===== src/rtl/iq_rotator_pipe.sv =====
// Three-stage pipelined complex rotator: register, multiply, sum/round/saturate.
// Define ROT_SAT_COUNT_EN to build in the saturating clip-event counter on o_satCount.
module iq_rotator_pipe #(
  parameter int unsigned DATA_WIDTH    = 8,
  parameter int unsigned FRAC_BITS     = 7,
  parameter int unsigned SAT_CNT_WIDTH = 16
) (
  input  logic                     clock,
  input  logic                     i_reset,
  input  logic                     i_enable,
  input  logic                     i_valid,
  input  logic [DATA_WIDTH-1:0]    i_dataI,
  input  logic [DATA_WIDTH-1:0]    i_dataQ,
  input  logic [DATA_WIDTH-1:0]    i_dataSin,
  input  logic [DATA_WIDTH-1:0]    i_dataCos,
  input  logic                     i_conj,
  output logic                     o_valid,
  output logic [DATA_WIDTH-1:0]    o_dataRotatedI,
  output logic [DATA_WIDTH-1:0]    o_dataRotatedQ,
  output logic                     o_sat,
  output logic [SAT_CNT_WIDTH-1:0] o_satCount
);

  localparam int unsigned PW = 2 * DATA_WIDTH;
  localparam int unsigned SW = PW + 1;
  localparam logic signed [SW-1:0] RND     = SW'(1 << (FRAC_BITS - 1));
  localparam logic signed [SW-1:0] SAT_MAX = SW'((1 << (DATA_WIDTH - 1)) - 1);
  localparam logic signed [SW-1:0] SAT_MIN = ~SAT_MAX;

  logic signed [DATA_WIDTH-1:0] s1_i, s1_q, s1_sin, s1_cos;
  logic                         s1_conj, s1_valid;
  logic signed [PW-1:0]         p_icos, p_qsin, p_isin, p_qcos;
  logic                         s2_conj, s2_valid;

  logic signed [SW-1:0] e_icos, e_qsin, e_isin, e_qcos;
  logic signed [SW-1:0] sum_i, sum_q, rnd_i, rnd_q, sh_i, sh_q;
  logic                 hi_i, lo_i, hi_q, lo_q;
  logic [DATA_WIDTH-1:0] res_i, res_q;
  logic                  sat_d;

  assign e_icos = {p_icos[PW-1], p_icos};
  assign e_qsin = {p_qsin[PW-1], p_qsin};
  assign e_isin = {p_isin[PW-1], p_isin};
  assign e_qcos = {p_qcos[PW-1], p_qcos};

  always_comb begin
    sum_i = '0;
    sum_q = '0;
    if (s2_conj) begin
      sum_i = e_icos + e_qsin;
      sum_q = e_qcos - e_isin;
    end else begin
      sum_i = e_icos - e_qsin;
      sum_q = e_isin + e_qcos;
    end
    // Round half up, then arithmetic shift back to integer scale.
    rnd_i = sum_i + RND;
    rnd_q = sum_q + RND;
    sh_i  = rnd_i >>> FRAC_BITS;
    sh_q  = rnd_q >>> FRAC_BITS;
    hi_i  = sh_i > SAT_MAX;
    lo_i  = sh_i < SAT_MIN;
    hi_q  = sh_q > SAT_MAX;
    lo_q  = sh_q < SAT_MIN;
    res_i = hi_i ? SAT_MAX[DATA_WIDTH-1:0] : lo_i ? SAT_MIN[DATA_WIDTH-1:0] : sh_i[DATA_WIDTH-1:0];
    res_q = hi_q ? SAT_MAX[DATA_WIDTH-1:0] : lo_q ? SAT_MIN[DATA_WIDTH-1:0] : sh_q[DATA_WIDTH-1:0];
    sat_d = s2_valid & (hi_i | lo_i | hi_q | lo_q);
  end

  always_ff @(posedge clock) begin
    if (i_reset) begin
      s1_i           <= '0;
      s1_q           <= '0;
      s1_sin         <= '0;
      s1_cos         <= '0;
      s1_conj        <= 1'b0;
      s1_valid       <= 1'b0;
      p_icos         <= '0;
      p_qsin         <= '0;
      p_isin         <= '0;
      p_qcos         <= '0;
      s2_conj        <= 1'b0;
      s2_valid       <= 1'b0;
      o_valid        <= 1'b0;
      o_dataRotatedI <= '0;
      o_dataRotatedQ <= '0;
      o_sat          <= 1'b0;
    end else if (i_enable) begin
      s1_i           <= i_dataI;
      s1_q           <= i_dataQ;
      s1_sin         <= i_dataSin;
      s1_cos         <= i_dataCos;
      s1_conj        <= i_conj;
      s1_valid       <= i_valid;
      p_icos         <= s1_i * s1_cos;
      p_qsin         <= s1_q * s1_sin;
      p_isin         <= s1_i * s1_sin;
      p_qcos         <= s1_q * s1_cos;
      s2_conj        <= s1_conj;
      s2_valid       <= s1_valid;
      o_valid        <= s2_valid;
      o_dataRotatedI <= res_i;
      o_dataRotatedQ <= res_q;
      o_sat          <= sat_d;
    end
  end

`ifdef ROT_SAT_COUNT_EN
  logic [SAT_CNT_WIDTH-1:0] sat_cnt_q;

  // Counts alongside o_sat rising for that sample; sticks at all-ones.
  always_ff @(posedge clock) begin
    if (i_reset) begin
      sat_cnt_q <= '0;
    end else if (i_enable && sat_d && (sat_cnt_q != '1)) begin
      sat_cnt_q <= sat_cnt_q + SAT_CNT_WIDTH'(1);
    end
  end

  assign o_satCount = sat_cnt_q;
`else
  assign o_satCount = '0;
`endif

endmodule


===== config.mk =====
export PLATFORM = sky130hd
export DESIGN_NAME = iq_rotator_pipe
export DESIGN_NICKNAME = d
export VERILOG_FILES = /design/src/rtl/iq_rotator_pipe.sv
export SDC_FILE = /design/constraint.sdc
export NUM_CORES = 1
export LEC_CHECK = 0
export BUFFER_PORTS_ARGS = -buffer_cell sky130_fd_sc_hd__buf_2
export CAP_MARGIN = 30
export CELL_PAD_IN_SITES_DETAIL_PLACEMENT = 1
export CELL_PAD_IN_SITES_GLOBAL_PLACEMENT = 2
export CORE_UTILIZATION = 37
export CTS_BUF_LIST = sky130_fd_sc_hd__clkbuf_4 sky130_fd_sc_hd__clkbuf_8
export CTS_CLUSTER_DIAMETER = 100
export DETAILED_ROUTE_END_ITERATION = 8
export PLACE_DENSITY = 0.88
export REMOVE_ABC_BUFFERS = 1
export SETUP_SLACK_MARGIN = 0.02
export SLEW_MARGIN = 30
export SYNTH_ARGS = -nofsm -noshare
export SYNTH_HDL_FRONTEND = slang
export SYNTH_SLANG_ARGS = --single-unit

===== constraint.sdc =====
create_clock -name clock -period 5.15 [get_ports clock]
set_clock_uncertainty 0.15 [all_clocks]
set_input_delay 0.7725 -clock clock [delete_from_list [all_inputs] [get_ports clock]]
set_output_delay 0.7725 -clock clock [all_outputs]
set_load 0.02 [all_outputs]

# After elaboration in Yosys (flattened, before gate mapping)

Cells that the tools add are included.

Multiply operators: 4
$lt $le $gt $ge: 4
Add/subtract/negate cells: 6
Bitwise logic cells: 4
Multiplexer cells: 6

Operators with widths:

| kind                  | number |
|---|---|
| $mul 8x8->16          | 4 |
| $add 16x16->17        | 2 |
| $add 17x8->17 const B | 2 |
| $mux 17               | 2 |
| $sub 16x16->17        | 2 |
| $mux 8                | 4 |
| $gt 10x8->1 const B   | 2 |
| $lt 10x8->1 const B   | 2 |
| $or 1x1->1            | 3 |
| $and 1x1->1           | 1 |

Output and inout bits: 34
Logic and storage cells: 40
Register bits: 118
Bits of input ports: 37

# Depth between registers and ports, before layout

Depth in word-level cells: 8
Depth in mapped cells: 23
Mapped depth without buffers: 22

# Worst setup path before layout

OpenSTA, ideal clock, no wires.

Path type: register -> register
Start point: register s1_i[5]
End point: register p_isin[15]
Data required time: 4.878 ns
Setup time: 0.122 ns
Arrival time: 4.512 ns
Cell stages (with the launch flop): 20
Clock period less this slack: 4.784 ns
Path buffers: 1
Path slack: 0.366 ns
Cells stage by stage: dfxtp_1 clkbuf_1 nand2_1 fa_1 fa_1 inv_1 fa_1 inv_1 fa_1 inv_1 ha_1 inv_1 o21ai_0 a21oi_1 o21ai_0 a21oi_1 a2bb2oi_1 a21oi_1 and3_1 a311o_1

Word-level cells in the longest chain between the ends: 1

RTL lines:

| what                   | line | source |
|---|---|---|
| start, declared        | 30   | `logic signed [DATA_WIDTH-1:0] s1_i, s1_q, s1_sin, s1_cos;` |
| start signal, assigned | 89   | `s1_i <= i_dataI;` |
| $mul 8x8->16           | 97   | `p_isin <= s1_i * s1_sin;` |
| end signal, assigned   | 97   |  |
| end, declared          | 32   | `logic signed [PW-1:0] p_icos, p_qsin, p_isin, p_qcos;` |

No other way between the ends.
A chain may end at the register's enable or synchronous reset.

# Worst setup path after layout

Start point: register s1_sin[3]
End point: register p_isin[15]

Word-level cells in the longest chain between the ends: 1

RTL lines:

| what                   | line | source |
|---|---|---|
| start, declared        | 30   |  |
| start signal, assigned | 91   | `s1_sin <= i_dataSin;` |
| $mul 8x8->16           | 97   |  |

No other way between the ends.

==> results.py <==
metrics = {
    "run_status": {
        "status": "complete, no violations",
    },
    "critical_path": {
        "r2r-end": "p_isin[15]",
        "crit_arrival_ns": 5.17,
        "ff2ff_setup_slack_ns": 0.24,
        "setup.worst_path.class": "reg -> reg",
        "rr_startpoint": "s1_sin[3]",
        "path_max_fanout": 7,
        "start_kind": "flip-flop",
        "cp_data_required_time_ns": 5.41,
        "end_kind": "flip-flop",
        "ff2ff_path_depth": 14,
    },
    "grt": {
        "antenna_found_initial": 0,
        "grt_max_degree": 70,
        "grt_pass1_vias": 14300,
        "grt_pass1_wl_mm": 74.8,
        "grtUsageTotal_pct": 21.2,
        "grt_overflow": 0,
    },
    "yosys": {
        "synth_flop_cell": "dfxtp_1",
        "synth.distinct_cells": 81,
        "syn_area_mm2": 0.0166,
        "synth.avg_cell_area_um2": 8.79,
        "ys_warn_count": 0,
        "synth_seq_cells": 118,
        "ys_seq_area_share_pct": 14.2,
        "netlist_instances": 1889,
        "synth-edff-count": 0,
        "async_flop_share_pct": 0,
    },
    "floorplan": {
        "coreArea_mm2": 0.0442,
        "fp-row-count": 77,
        "die_h_um": 214,
        "start_util_pct": 37.5,
        "io_pins": 71,
        "die-area_mm2": 0.0457,
        "die_w_um": 214,
    },
    "drt": {
        "dr_wl_met3_mm": 1.23,
        "wire_per_inst_um": 17.8,
        "highest_layer": "met4",
        "postRouteAntennaNets": 0,
        "drc": 0,
        "route.met2.wl_mm": 22.4,
        "drt_iter0_markers": 521,
        "vias": 13100,
        "drt-met1-wl_mm": 21.0,
        "routed_wl_mm": 45.6,
        "vias_per_cell": 5.11,
        "first_pass_iters": 4,
    },
    "place": {
        "place_ws_ns": -0.103,
        "port_buffers": 54,
        "gp_congestion": 0.852,
        "place_area_mm2": 0.0178,
        "dp_hpwl_mm": 36.8,
        "placed_cells": 2519,
    },
    "clock_network": {
        "htreeDepth": 4,
        "clock_path_buffers": 2,
        "cts_tree": "done",
        "clkSinkCount": 118,
        "clock_latency_ns": 0.52,
        "hold_buffers": 0,
        "path_clk_slew_ns": 0.09,
        "clock-root-buffer": "clkbuf_8",
        "numCtsBuffers": 17,
    },
    "job": {
        "cap_violations": 0,
    },
    "power": {
        "p_leak_nw": 8.74,
        "p_per_area_mw_per_mm2": 260,
        "total_power_mw": 4.77,
        "ir_drop_uv": 158,
    },
    "final_layout": {
        "num-nets-final": 2359,
        "finish.utilization_pct": 41.5,
        "final_cell_mix": "280 x inv_1, 220 x fa_1, 163 x nor2_1",
        "mostFrequentLayoutCell": "inv_1",
        "syn_to_final_growth_pct": 10.5,
        "final_area_mm2": 0.0183,
        "final_cells": 2556,
        "drive_gt1_share_pct": 11.6,
    },
    "sta": {
        "finalSetupViolations": 0,
        "worst_pin_slew_ns": 0.864,
        "holdWs_ns": 0.327,
        "finalCritPeriodShare_pct": 95.3,
        "timing_hold_violations_final": 0,
        "slew_headroom_pct": 42.4,
        "setup-tns-final_ns": 0,
        "fmax_mhz": 204,
        "worst_slack_ns": 0.241,
        "period_needed_ns": 4.91,
        "slew_viol_final": 0,
    },
    "hold_path": {
        "min_path_type": "reg -> reg",
        "hp-start": "p_qcos[8]",
        "holdPathEnd": "p_qcos[8]",
        "hold_depth": 2,
    },
}
cells in the mapped netlist (all sizes together) (3+ instances only):
| master | count | area share (%) |
|---|---|---|
| a211oi | 27 | 1.7 |
| a21boi | 9 | 0.41 |
| a21o | 13 | 0.59 |
| a21oi | 73 | 2.2 |
| a22oi | 5 | 0.23 |
| a31oi | 9 | 0.34 |
| and2 | 159 | 6.0 |
| and3 | 17 | 0.67 |
| and4 | 3 | 0.17 |
| buf | 30 | 1.2 |
| clkbuf | 63 | 1.4 |
| dfxtp | 118 | 14 |
| fa | 220 | 27 |
| ha | 151 | 11 |
| inv | 281 | 6.4 |
| mux2 | 3 | 0.20 |
| mux2i | 70 | 4.2 |
| nand2 | 123 | 2.8 |
| nand2b | 31 | 1.2 |
| nand3 | 30 | 0.90 |
| nand3b | 4 | 0.18 |
| nand4 | 8 | 0.30 |
| nor2 | 163 | 3.7 |
| nor2b | 8 | 0.30 |
| nor3 | 28 | 0.91 |
| nor3b | 10 | 0.45 |
| nor4 | 5 | 0.19 |
| o211ai | 6 | 0.27 |
| o21a | 7 | 0.32 |
| o21ai | 48 | 1.4 |
| o21bai | 4 | 0.18 |
| o22ai | 5 | 0.19 |
| o311ai | 4 | 0.21 |
| o31a | 4 | 0.21 |
| o31ai | 3 | 0.25 |
| o41ai | 3 | 0.16 |
| or2 | 6 | 0.23 |
| xnor2 | 78 | 4.2 |
| xor2 | 32 | 1.8 |
critical path, cell delays in order, from the launching register on:
cell and delay, ns:
dfxtp_1 0.49, buf_4 0.21, buf_4 0.16, nand2_1 0.10, fa_1 0.71, fa_1 0.50, fa_1 0.55, inv_1 0.05
fa_1 0.49, ha_1 0.37, or2_2 0.29, a21oi_1 0.17, a21oi_1 0.07, and3_1 0.17, a311o_1 0.30
kinds of logic after synthesis:
group           Yosys count  share of synthesized area, %
buf+inv                 374                          8.94
simple gates            603                          18.5
flops                   118                          14.2
compound gates          239                          10.1
fa+ha+maj               371                          37.9
other cells               1                        0.0226
mux                      73                          4.42
xor+xnor                110                          5.94
cell type report:
type                            count  area, um^2
Sequential cell                   118        2390
Antenna cell                        1        2.50
Multi-Input combinational cell   1412       12900
Timing Repair Buffer              121         845
Fill cell                        5163       25900
Clock inverter                      8         121
Clock buffer                       23         304
Inverter                          281        1050
Tap cell                          592         741
worst max-delay path by stage:
| stage | startpoint | end | slack [ns] | cells after the start |
|---|---|---|---|---|
| floorplan | s1_cos[7] | p_icos[15] | 0.39 | 16 |
| global placement | s1_i[2] | p_isin[15] | 0.04 | 18 |
| detailed placement | s1_i[2] | p_isin[14] | -0.10 | 18 |
| finish | s1_sin[3] | p_isin[15] | 0.24 | 14 |
| CTS | s1_q[3] | p_qcos[15] | 0.02 | 18 |
| global route | s1_i[0] | p_icos[15] | -0.03 | 20 |
layer usage:
metal  GRT usage, %  up-vias
li1               -     6164
met1           27.9     6676
met2           36.5      182
met3           2.23       39
met4           6.28        0
met5              0        -
registers in the layout, indices dropped and copies added (netlist names):
name	cells
p_qsin	16
s2_valid	1
s1_conj	1
o_dataRotatedQ	8
s1_q	8
o_sat	1
o_dataRotatedI	8
s1_valid	1
s2_conj	1
o_valid	1
s1_cos	8
s1_sin	8
p_icos	16
p_qcos	16
p_isin	16
s1_i	8
repair_timing:
item,4_1_cts,5_1_grt
buffers inserted,0,5
endpoints found under the hold margin,0,0
gates resized for setup,13,38
pin swaps,0,9
setup endpoints to repair,5,29
power by group:
part	leakage [nW]	internal, mW	switching, mW
registers	0.975	1.02	0.125
logic	7.55	1.09	1.55
clock network	0.219	0.536	0.439
total	8.74	2.65	2.12
Note: power is estimated with default switching activity, not from simulation.
